**src/rtl/seq_alu_pkg.sv**
```systemverilog
// rtl/seq_alu_pkg.sv - op codes, FSM states and sign-magnitude helpers for seq_alu
package seq_alu_pkg;

  localparam logic [2:0] OP_PASS   = 3'd0;
  localparam logic [2:0] OP_ADD    = 3'd1;
  localparam logic [2:0] OP_MUL    = 3'd2;
  localparam logic [2:0] OP_POPCNT = 3'd3;
  localparam logic [2:0] OP_SHIFT  = 3'd4;
  localparam logic [2:0] OP_MEDIAN = 3'd5;

  typedef enum logic [1:0] {IDLE, CALC, DONE} state_t;

  // Helpers work on 64-bit values so they serve any legal W up to 32.
  function automatic logic signed [63:0] sm_to_tc(input logic s, input logic [63:0] m);
    return s ? -$signed(m) : $signed(m);
  endfunction

  function automatic logic tc_sign(input logic signed [63:0] v);
    return v[63];
  endfunction

  function automatic logic [63:0] tc_mag(input logic signed [63:0] v);
    return v[63] ? $unsigned(-v) : $unsigned(v);
  endfunction

endpackage

```
**src/rtl/seq_alu_if.sv**
```systemverilog
// rtl/seq_alu_if.sv - request/response handshake bundle for seq_alu
interface seq_alu_if #(parameter int W = 4);
  logic           in_valid;
  logic           in_ready;
  logic [2:0]     op;
  logic           a_sign;
  logic [W-1:0]   a_mag;
  logic           b_sign;
  logic [W-1:0]   b_mag;
  logic           out_valid;
  logic           out_ready;
  logic           res_sign;
  logic [2*W-1:0] res_mag;
  logic           err;

  modport master (
    output in_valid, op, a_sign, a_mag, b_sign, b_mag, out_ready,
    input  in_ready, out_valid, res_sign, res_mag, err
  );

  modport slave (
    input  in_valid, op, a_sign, a_mag, b_sign, b_mag, out_ready,
    output in_ready, out_valid, res_sign, res_mag, err
  );
endinterface

```
**src/rtl/seq_alu_mul.sv**
```systemverilog
// rtl/seq_alu_mul.sv - shift-add multiplier, one multiplier bit per edge, W-edge latency
module seq_alu_mul #(
  parameter int W     = 4,
  parameter int CNT_W = $clog2(W+1)
) (
  input  logic           clk,
  input  logic           rst_n,
  input  logic           start,
  input  logic [W-1:0]   a,
  input  logic [W-1:0]   b,
  output logic           done,
  output logic [2*W-1:0] product
);
  logic [2*W-1:0] acc;
  logic [2*W-1:0] mcand;
  logic [W-1:0]   mplier;
  logic [CNT_W-1:0] cnt;

  // The start edge already folds in bit 0, so W-1 further edges finish the job.
  assign product = acc + (mplier[0] ? mcand : '0);
  assign done    = (cnt == CNT_W'(W-1));

  always_ff @(posedge clk or negedge rst_n) begin
    if (!rst_n) begin
      acc    <= '0;
      mcand  <= '0;
      mplier <= '0;
      cnt    <= '0;
    end else if (start) begin
      acc    <= b[0] ? {{W{1'b0}}, a} : '0;
      mcand  <= {{W{1'b0}}, a} << 1;
      mplier <= b >> 1;
      cnt    <= CNT_W'(1);
    end else if (cnt != '0) begin
      acc    <= product;
      mcand  <= mcand << 1;
      mplier <= mplier >> 1;
      cnt    <= done ? '0 : cnt + CNT_W'(1);
    end
  end
endmodule

```
**src/rtl/seq_alu.sv**
```systemverilog
// rtl/seq_alu.sv - registered sign-magnitude ALU with handshake and iterative multiply
module seq_alu
  import seq_alu_pkg::*;
#(
  parameter int W     = 4,
  parameter int CNT_W = $clog2(W+1)
) (
  input logic      clk,
  input logic      rst_n,
  seq_alu_if.slave bus
);
  state_t state, next_state;

  logic           res_sign;
  logic [2*W-1:0] res_mag;
  logic           err;
  logic           mul_sign;
  logic           mul_done;
  logic [2*W-1:0] mul_product;
  logic           accept;

  logic           nx_sign;
  logic [2*W-1:0] nx_mag;
  logic           nx_err;
  logic signed [63:0] add_sum;
  logic [W-1:0]   sh;
  logic [W-1:0]   med;

  assign accept        = (state == IDLE) && bus.in_valid;
  assign bus.in_ready  = (state == IDLE);
  assign bus.out_valid = (state == DONE);
  assign bus.res_sign  = res_sign;
  assign bus.res_mag   = res_mag;
  assign bus.err       = err;

  seq_alu_mul #(.W(W), .CNT_W(CNT_W)) u_mul (
    .clk     (clk),
    .rst_n   (rst_n),
    .start   (accept && (bus.op == OP_MUL)),
    .a       (bus.a_mag),
    .b       (bus.b_mag),
    .done    (mul_done),
    .product (mul_product)
  );

  always_comb begin
    next_state = state;
    case (state)
      IDLE: if (bus.in_valid) next_state = (bus.op == OP_MUL) ? CALC : DONE;
      CALC: if (mul_done) next_state = DONE;
      DONE: if (bus.out_ready) next_state = IDLE;
      default: next_state = IDLE;
    endcase
  end

  always_comb begin
    nx_sign = 1'b0;
    nx_mag  = '0;
    nx_err  = 1'b0;
    add_sum = sm_to_tc(bus.a_sign, 64'(bus.a_mag)) + sm_to_tc(bus.b_sign, 64'(bus.b_mag));
    sh      = bus.a_sign ? (bus.a_mag << bus.b_mag) : (bus.a_mag >> bus.b_mag);
    med     = '0;
    for (int i = 0; i < W; i++) begin
      med[i] = (bus.a_mag[i] & bus.a_mag[(i+1)%W]) | (bus.a_mag[i] & bus.a_mag[(i+2)%W]) |
               (bus.a_mag[(i+1)%W] & bus.a_mag[(i+2)%W]);
    end
    case (bus.op)
      OP_PASS: begin
        nx_sign = bus.a_sign;
        nx_mag  = (2*W)'(bus.a_mag);
      end
      OP_ADD: begin
        nx_sign = tc_sign(add_sum);
        nx_mag  = (2*W)'(tc_mag(add_sum));
      end
      OP_POPCNT: begin
        for (int i = 0; i < W; i++) nx_mag = nx_mag + (2*W)'(bus.a_mag[i]);
      end
      OP_SHIFT:  nx_mag = (2*W)'(sh);
      OP_MEDIAN: nx_mag = (2*W)'(med);
      default:   nx_err = 1'b1;
    endcase
    // Negative zero is never presented downstream.
    nx_sign = nx_sign & (nx_mag != '0);
  end

  always_ff @(posedge clk or negedge rst_n) begin
    if (!rst_n) begin
      state    <= IDLE;
      res_sign <= 1'b0;
      res_mag  <= '0;
      err      <= 1'b0;
      mul_sign <= 1'b0;
    end else begin
      state <= next_state;
      if (accept && (bus.op != OP_MUL)) begin
        res_sign <= nx_sign;
        res_mag  <= nx_mag;
        err      <= nx_err;
      end
      if (accept && (bus.op == OP_MUL)) mul_sign <= bus.a_sign ^ bus.b_sign;
      if ((state == CALC) && mul_done) begin
        res_sign <= mul_sign & (mul_product != '0);
        res_mag  <= mul_product;
        err      <= 1'b0;
      end
    end
  end
endmodule

```
**src/flat_wrapper.sv**
```systemverilog
// flat-port wrapper written by rule: the top's interface ports become plain ports
module seq_alu_flat import seq_alu_pkg::*;
#(
  parameter int W     = 4,
  parameter int CNT_W = $clog2(W+1)
)
  (clk, rst_n, bus_in_valid, bus_op, bus_a_sign, bus_a_mag, bus_b_sign, bus_b_mag, bus_out_ready, bus_in_ready, bus_out_valid, bus_res_sign, bus_res_mag, bus_err);
  seq_alu_if #(.W(W)) bus_i ();
  input logic clk;
  input logic rst_n;
  input wire logic [$bits(bus_i.in_valid)-1:0] bus_in_valid;
  input wire logic [$bits(bus_i.op)-1:0] bus_op;
  input wire logic [$bits(bus_i.a_sign)-1:0] bus_a_sign;
  input wire logic [$bits(bus_i.a_mag)-1:0] bus_a_mag;
  input wire logic [$bits(bus_i.b_sign)-1:0] bus_b_sign;
  input wire logic [$bits(bus_i.b_mag)-1:0] bus_b_mag;
  input wire logic [$bits(bus_i.out_ready)-1:0] bus_out_ready;
  output wire logic [$bits(bus_i.in_ready)-1:0] bus_in_ready;
  output wire logic [$bits(bus_i.out_valid)-1:0] bus_out_valid;
  output wire logic [$bits(bus_i.res_sign)-1:0] bus_res_sign;
  output wire logic [$bits(bus_i.res_mag)-1:0] bus_res_mag;
  output wire logic [$bits(bus_i.err)-1:0] bus_err;
  assign bus_i.in_valid = bus_in_valid;
  assign bus_i.op = bus_op;
  assign bus_i.a_sign = bus_a_sign;
  assign bus_i.a_mag = bus_a_mag;
  assign bus_i.b_sign = bus_b_sign;
  assign bus_i.b_mag = bus_b_mag;
  assign bus_i.out_ready = bus_out_ready;
  assign bus_in_ready = bus_i.in_ready;
  assign bus_out_valid = bus_i.out_valid;
  assign bus_res_sign = bus_i.res_sign;
  assign bus_res_mag = bus_i.res_mag;
  assign bus_err = bus_i.err;
  seq_alu #(.W(W), .CNT_W(CNT_W)) u_core (.clk(clk), .rst_n(rst_n), .bus(bus_i));
endmodule
```
**config.mk**
```make
export PLATFORM = sky130hd
export DESIGN_NAME = seq_alu_flat
export DESIGN_NICKNAME = d
export VERILOG_FILES = /design/src/rtl/seq_alu_pkg.sv /design/src/rtl/seq_alu_if.sv /design/src/rtl/seq_alu_mul.sv /design/src/rtl/seq_alu.sv /design/src/flat_wrapper.sv
export SDC_FILE = /design/constraint.sdc
export NUM_CORES = 1
export LEC_CHECK = 0
export ABC_AREA = 1
export BUFFER_PORTS_ARGS = -buffer_cell sky130_fd_sc_hd__buf_2
export CAP_MARGIN = 10
export CORE_UTILIZATION = 45
export DETAILED_ROUTE_END_ITERATION = 16
export SLEW_MARGIN = 20
export SYNTH_ARGS = -nofsm -noshare
export SYNTH_HDL_FRONTEND = slang
export SYNTH_HIERARCHICAL = 1
export SYNTH_SLANG_ARGS = --single-unit
export TNS_END_PERCENT = 10
```
**constraint.sdc**
```tcl
create_clock -name clk -period 2.7 [get_ports clk]
set_input_delay 0.27 -clock clk [delete_from_list [all_inputs] [get_ports clk]]
set_output_delay 0.27 -clock clk [all_outputs]
set_load 0.02 [all_outputs]
```
After elaboration in Yosys (flattened, before gate mapping)
Cells that the tools add are included.
{"block": "totals", "register_bits": 36}
{"block": "op_classes", "addsub": 9, "eq_ne": 12, "shift": 2, "n_mux": 29, "bitwise": 17, "n_reduce_logical": 13}
{"op": "2-to-1 mux 64 bit", "count": 2}
{"op": "negation 4 -> 64 bit", "count": 2}
{"op": "adder 64 bit", "count": 1}
{"op": "2-to-1 mux 8 bit", "count": 8}
{"op": "one-hot mux 8 bit (5 select lines)", "count": 1}
{"op": "adder 8 x 1 -> 8 bit", "count": 2}
{"op": "2-to-1 mux 4 bit", "count": 4}
{"op": "nonzero test 8 bit", "count": 2}
{"op": "== test 3 x 2 -> 1 bit (second input constant)", "count": 3}
{"op": "2-to-1 mux 3 bit", "count": 3}
{"op": "adder 8 bit", "count": 1}
{"op": "bitwise AND 1 bit", "count": 8}
{"op": "2-to-1 mux 2 bit", "count": 4}
{"op": "negation 8 bit", "count": 1}
{"op": "OR 1 bit", "count": 8}
{"op": "== test 3 bit (second input constant)", "count": 2}
{"op": "one-hot mux 2 bit (3 select lines)", "count": 1}
{"op": "2-to-1 mux 1 bit", "count": 5}
{"op": "OR reduction 5 bit", "count": 1}
{"op": "logical AND 1 bit", "count": 4}
{"op": "!= test 2 bit (second input constant)", "count": 2}
{"op": "nonzero test 2 bit", "count": 2}
{"op": "left shift 4 x 4 -> 4 bit", "count": 1}
{"op": "right shift 4 x 4 -> 4 bit", "count": 1}
{"op": "13 further kinds", "count": 13}

Logic depth before layout (Yosys ltp)
{"block": "depth", "ltp_word": 10, "ltp_mapped": 25, "depth_no_buf": 25}

By module
The synthesis kept the hierarchy.
{"mod": "seq_alu", "n_inst": 1, "cells_each": 312, "area_per_inst_um2": 1881.8, "seq_area_each_um2": 325.3}
{"mod": "seq_alu_mul", "n_inst": 1, "cells_each": 169, "area_per_inst_um2": 1311.3, "seq_area_each_um2": 525.5}

Worst setup path after synthesis
No wires, ideal clock.
{"block": "synth_path", "path_kind": "input port to flip-flop", "start": "input bus_a_mag[0]", "end": "register u_core.res_sign (netlist: u_core/bus.res_sign)", "setup_ps": 126, "arrival_time_ps": 2414, "setup_slack_ps": 160, "stages": 19, "cell_sequence": "inv_1 > ha_1 > nand2_1 > o21ai_0 > fa_1 > xnor2_2 > nand2_1 > inv_2 > nand2_2 > nor2_4 > nand3_1 > nand3_1 > nand2_1 > nand2_1 > nand2_1 > nor2_1 > nand2_1 > nand2_1 > a21oi_2"}
{"block": "synth_via", "elab_chain_len": 10, "word_cells_on_any_way": 26, "classes_between": "6 x add/sub; 2 x shift; 7 x mux; 10 x bitwise; 1 x reduce/logical"}
{"element": "from (decl)", "line_no": "flat_wrapper.sv:14", "source": "input wire logic [$bits(bus_i.a_mag)-1:0] bus_a_mag;"}
{"element": "negation 4 -> 64 bit", "line_no": "seq_alu_pkg.sv:15", "source": "return s ? -$signed(m) : $signed(m);"}
{"element": "2-to-1 mux 64 bit", "line_no": "seq_alu_pkg.sv:15"}
{"element": "adder 64 bit", "line_no": "seq_alu.sv:60", "source": "add_sum = sm_to_tc(bus.a_sign, 64'(bus.a_mag)) + sm_to_tc(bus.b_sign, 64'(bus.b_mag));"}
{"element": "negation 8 bit", "line_no": "seq_alu_pkg.sv:23", "source": "return v[63] ? $unsigned(-v) : $unsigned(v);"}
{"element": "2-to-1 mux 8 bit", "line_no": "seq_alu_pkg.sv:23"}
{"element": "one-hot mux 8 bit (5 select lines)", "line_no": "seq_alu.sv:67", "source": "case (bus.op)"}
{"element": "nonzero test 8 bit", "line_no": "seq_alu.sv:84", "source": "nx_sign = nx_sign & (nx_mag != '0);"}
{"element": "bitwise AND 1 bit (*)", "line_no": "seq_alu.sv:84"}
{"element": "2-to-1 mux 1 bit (*)", "line_no": "seq_alu.sv:96", "source": "if (accept && (bus.op != OP_MUL)) begin"}
{"element": "2-to-1 mux 1 bit (*)", "line_no": "seq_alu.sv:102", "source": "if ((state == CALC) && mul_done) begin"}
{"element": "to (signal assigned)", "line_no": "seq_alu.sv:97", "source": "res_sign <= nx_sign;"}
{"element": "to (signal assigned)", "line_no": "seq_alu.sv:103", "source": "res_sign <= mul_sign & (mul_product != '0);"}
{"element": "to (decl)", "line_no": "seq_alu.sv:14", "source": "logic res_sign;"}
Every way passes the cells marked *; elsewhere a longest branch is shown, timed or not. The select of a mux whose other input is x is not followed.
A chain may end at the register's enable or synchronous reset.

Worst setup path in the final report
Ends and elaborated chain as after synthesis.

==> results by group <==
Cells and area
  • Ant. Diodes: 0
  • Area grow syn2layout: 23.24%
  • Layout net count: 598
  • Share of cells above drive strength 1: 23.74%

Power
  • PwrDens: 690.6 mW/mm²
  • Worst VDD drop: 0.3253 mV
  • Total power: 0.002717 W
  • Leak pwr: 2.195 nW

Critical path
  • CP Launch Type: input port
  • Critical Path Fanout Max: 6
  • Cell mode on critical path: nand2_2
  • Worst r2r path cells: 15
  • CP peak stage delay: 0.35 ns
  • Worst EP arrival: 2.63 ns
  • R2R Setup Slk: 0.28 ns
  • Worst Setup EP: u_core/bus.res_sign$_DFFE_PN0P_
  • Worst setup startpoint: bus_a_mag[0]
  • Critical R2R Capture: u_core/bus.res_sign$_DFFE_PN0P_
  • CP Class: in -> reg
  • Bufs and invs on worst path: 3
  • Slowest CP cell: ha_1
  • R2R Path Start: u_core/u_mul/mplier[0]$_DFFE_PN0N_
  • CP top delay family: simple AND/OR/NAND/NOR gates
  • CP endpoint kind: register
  • Worst path depth: 25
  • Critical path required time: 2.87 ns

Routing
  • Final ANT Viol Nets: 0
  • Drt first-iter violations: 156
  • Via count: 3333
  • WL per Instance: 12.72 µm
  • # DRC: 0
  • DRT Pass-1 Iters: 5
  • Via/cell ratio: 5.112
  • WL final: 8296 µm

Global routing
  • Grt met1 use: 33.65%
  • Gr usage total: 23.83%
  • M2 GR Usage: 39.32%
  • Largest net degree at the start of global routing: 35
  • Vias in the first global route: 3132
  • Met3 Usage GRT: 3.333%
  • Total gr overflow: 0
  • Global-route wire length before repair: 14140 µm
  • Initial antenna violation count: 0
  • Busiest grt layer: met2

Clock network
  • CTS Buf Count: 5
  • Clock Sinks: 34
  • Clock Path Buffers: 2
  • Clock root buffer: clkbuf_8
  • Clock Latency Late Sink: 0.29 ns
  • H-tree depth: 2
  • CTS tree: yes
  • Reg clk slew, reported paths: 0.08 ns

STA
  • Slew HR: 48.79%
  • Minimum clock period after layout: 2.460 ns
  • Worst-margin pin slew: 0.7682 ns
  • Setup TNS: 0 ns
  • Max Clock Skew: 0.008853 ns
  • Fmax: 406.5 MHz
  • Final setup vio count: 0
  • Tcrit/Tclk final: 91.11%
  • Final slew viol count: 0
  • Final hold violations: 0

Place
  • Port bufs: 28
  • HPWL after detailed placement: 6747 µm
  • Routability Congestion: 0.9352

Synthesis
  • Top_reg_cell synth: dfrtp_1
  • #FFs+latches synth: 34
  • Post-Syn Nets: 524
  • Area share of the largest cell type after synthesis: 26.65%
  • Ys async rst share: 100.0%
  • Mean Syn Cell Area: 6.638 µm²
  • Largest cells by area after synthesis: dfrtp_1 (27%), nand2_1 (17%), inv_1 (9.1%)
  • Ys Warns: 6
  • Post-synth top area cell: dfrtp_1
  • Post-synthesis sequential area ratio: 26.65%
  • Post-Syn Instances: 481
  • Post-synth EDFFs: 0
  • Unique masters post-synth: 41
  • Netlist Area Pre-Place: 0.003193 mm²

Job
  • Max-cap violations: 0

Die
  • Die H: 86.24 µm
  • Core area: 0.006832 mm²
  • DIE WIDTH: 86.24 µm
  • Ports: 29
  • # rows: 30
  • Initial core utilization: 46.74%
  • DIE AREA: 0.007436 mm²

Min path
  • Worst hold path class: in -> async

Outcome
  • Status: finished clean
power breakdown:
part	total, W	internal, W	leakage, nW	switching [W]
Combinational	0.00138	0.000519	1.67	0.000861
Sequential	0.000767	0.000675	0.453	0.0000922
Clock	0.000571	0.000370	0.0683	0.000201
Total	0.00272	0.00156	2.20	0.00115
metrics by stage:
| step | hold WS [ns] | instances | cell area [µm²] | setup WS [ns] | utilization (%) |
|---|---|---|---|---|---|
| after floorplan | -0.02559 | 481 | 3193 | 0.1597 | - |
| after global placement | 0.3938 | 643 | 3745 | -0.1321 | 54.82 |
| after detailed placement | 0.3936 | 643 | 3745 | -0.1589 | 54.82 |
| after CTS | 0.07620 | 651 | 3882 | 0.1413 | 56.83 |
| after global routing | 0.1204 | 652 | 3935 | -0.0005949 | 57.60 |
| final | 0.04475 | 652 | 3935 | 0.2401 | 57.60 |
layout make-up:
cell class | count | area, µm²
clock buffers | 5 | 68.82
clock inverters | 3 | 68.82
well taps | 96 | 120.1
multi-input cells | 353 | 2008
repair buffers | 75 | 493.0
fillers | 664 | 2897
inverters | 86 | 325.3
flip-flops and latches | 34 | 850.8
layout by cell type, fill, tap and decap left out, drive strengths merged:
master / Yosys / layout
xnor2: 4 / 4
a21o: 1 / 1
a221oi: 1 / 1
nand2: 156 / 156
bufinv: 0 / 2
and3: 1 / 1
a32o: 1 / 1
clkbuf: 3 / 5
or2: 1 / 1
xor2: 1 / 1
inv: 85 / 85
dfrtp: 34 / 34
and2: 5 / 5
ha: 23 / 23
clkinv: 1 / 2
a21oi: 14 / 14
nand3b: 1 / 1
fa: 3 / 3
buf: 5 / 75
a31oi: 4 / 4
nand4: 3 / 3
o21ai: 24 / 24
o211ai: 9 / 9
o221ai: 7 / 7
o31ai: 2 / 2
nand3: 46 / 46
a22oi: 2 / 2
nor3: 7 / 7
nor2: 31 / 31
o22ai: 6 / 6
cells in the mapped netlist, types with 4 or more instances:
cell,instances
nand2_2,12
o221ai_1,7
and2_1,4
inv_2,7
inv_1,77
o21ai_1,5
a31oi_1,4
o21ai_0,19
nor3_1,7
o22ai_1,6
nor2_1,29
dfrtp_1,34
ha_1,23
nand3_2,4
a21oi_1,13
nand2_1,142
nand3_1,42
o211ai_1,9
timing repair:
action,CTS,global route
setup buffers,0,1
hold buffers,0,0
gates resized for setup,0,22
setup endpoints to repair,0,4
worst reg2reg max path, cell delays in order (launching register included):
cell,delay [ns]
dfrtp_1,0.38
buf_4,0.17
nand2_1,0.06
inv_1,0.04
ha_1,0.36
nand2_1,0.12
nand2_2,0.07
nand3_1,0.08
nand3_1,0.09
and2_1,0.18
inv_1,0.11
nand4_1,0.10
nor3_1,0.19
nand3_1,0.10
a31oi_1,0.19
a21oi_2,0.08
sequential cells by signal, indices dropped and copies added, names as in the netlist:
signal / flops
u_core/bus.res_mag: 8
u_core/bus.res_sign: 1
u_core/state: 2
u_core/u_mul/cnt: 3
u_core/mul_sign: 1
u_core/u_mul/mplier: 3
u_core/bus.err: 1
u_core/u_mul/mcand: 7
u_core/u_mul/acc: 8
layer usage:
metal / up-vias / share of wire [%]
met5: - / 0
met4: 0 / 0.58
met3: 7 / 4.0
met2: 82 / 45
met1: 1534 / 50
li1: 1710 / -
worst min path at each step:
stage	end	slack [ns]	depth (start not counted)
2_1_floorplan	u_core/bus.err$_DFFE_PN0P_	-0.03	0
3_3_place_gp	u_core/u_mul/acc[6]$_DFFE_PN0N_	0.39	1
3_5_place_dp	u_core/u_mul/acc[6]$_DFFE_PN0N_	0.39	1
4_1_cts	u_core/u_mul/acc[6]$_DFFE_PN0N_	0.08	1
5_1_grt	u_core/u_mul/acc[6]$_DFFE_PN0N_	0.12	1
6_report	u_core/u_mul/acc[6]$_DFFE_PN0N_	0.04	1
cells by family after synthesis:
logic type | share of synthesized area, %
and+or+nand+nor | 35.15
adders and majority gates | 10.89
buffers and inverters | 11.87
AOI/OAI and AO/OA | 13.83
DFF | 26.65
xor gates and xnor gates | 1.607
Power figures use the tool's default switching activity.
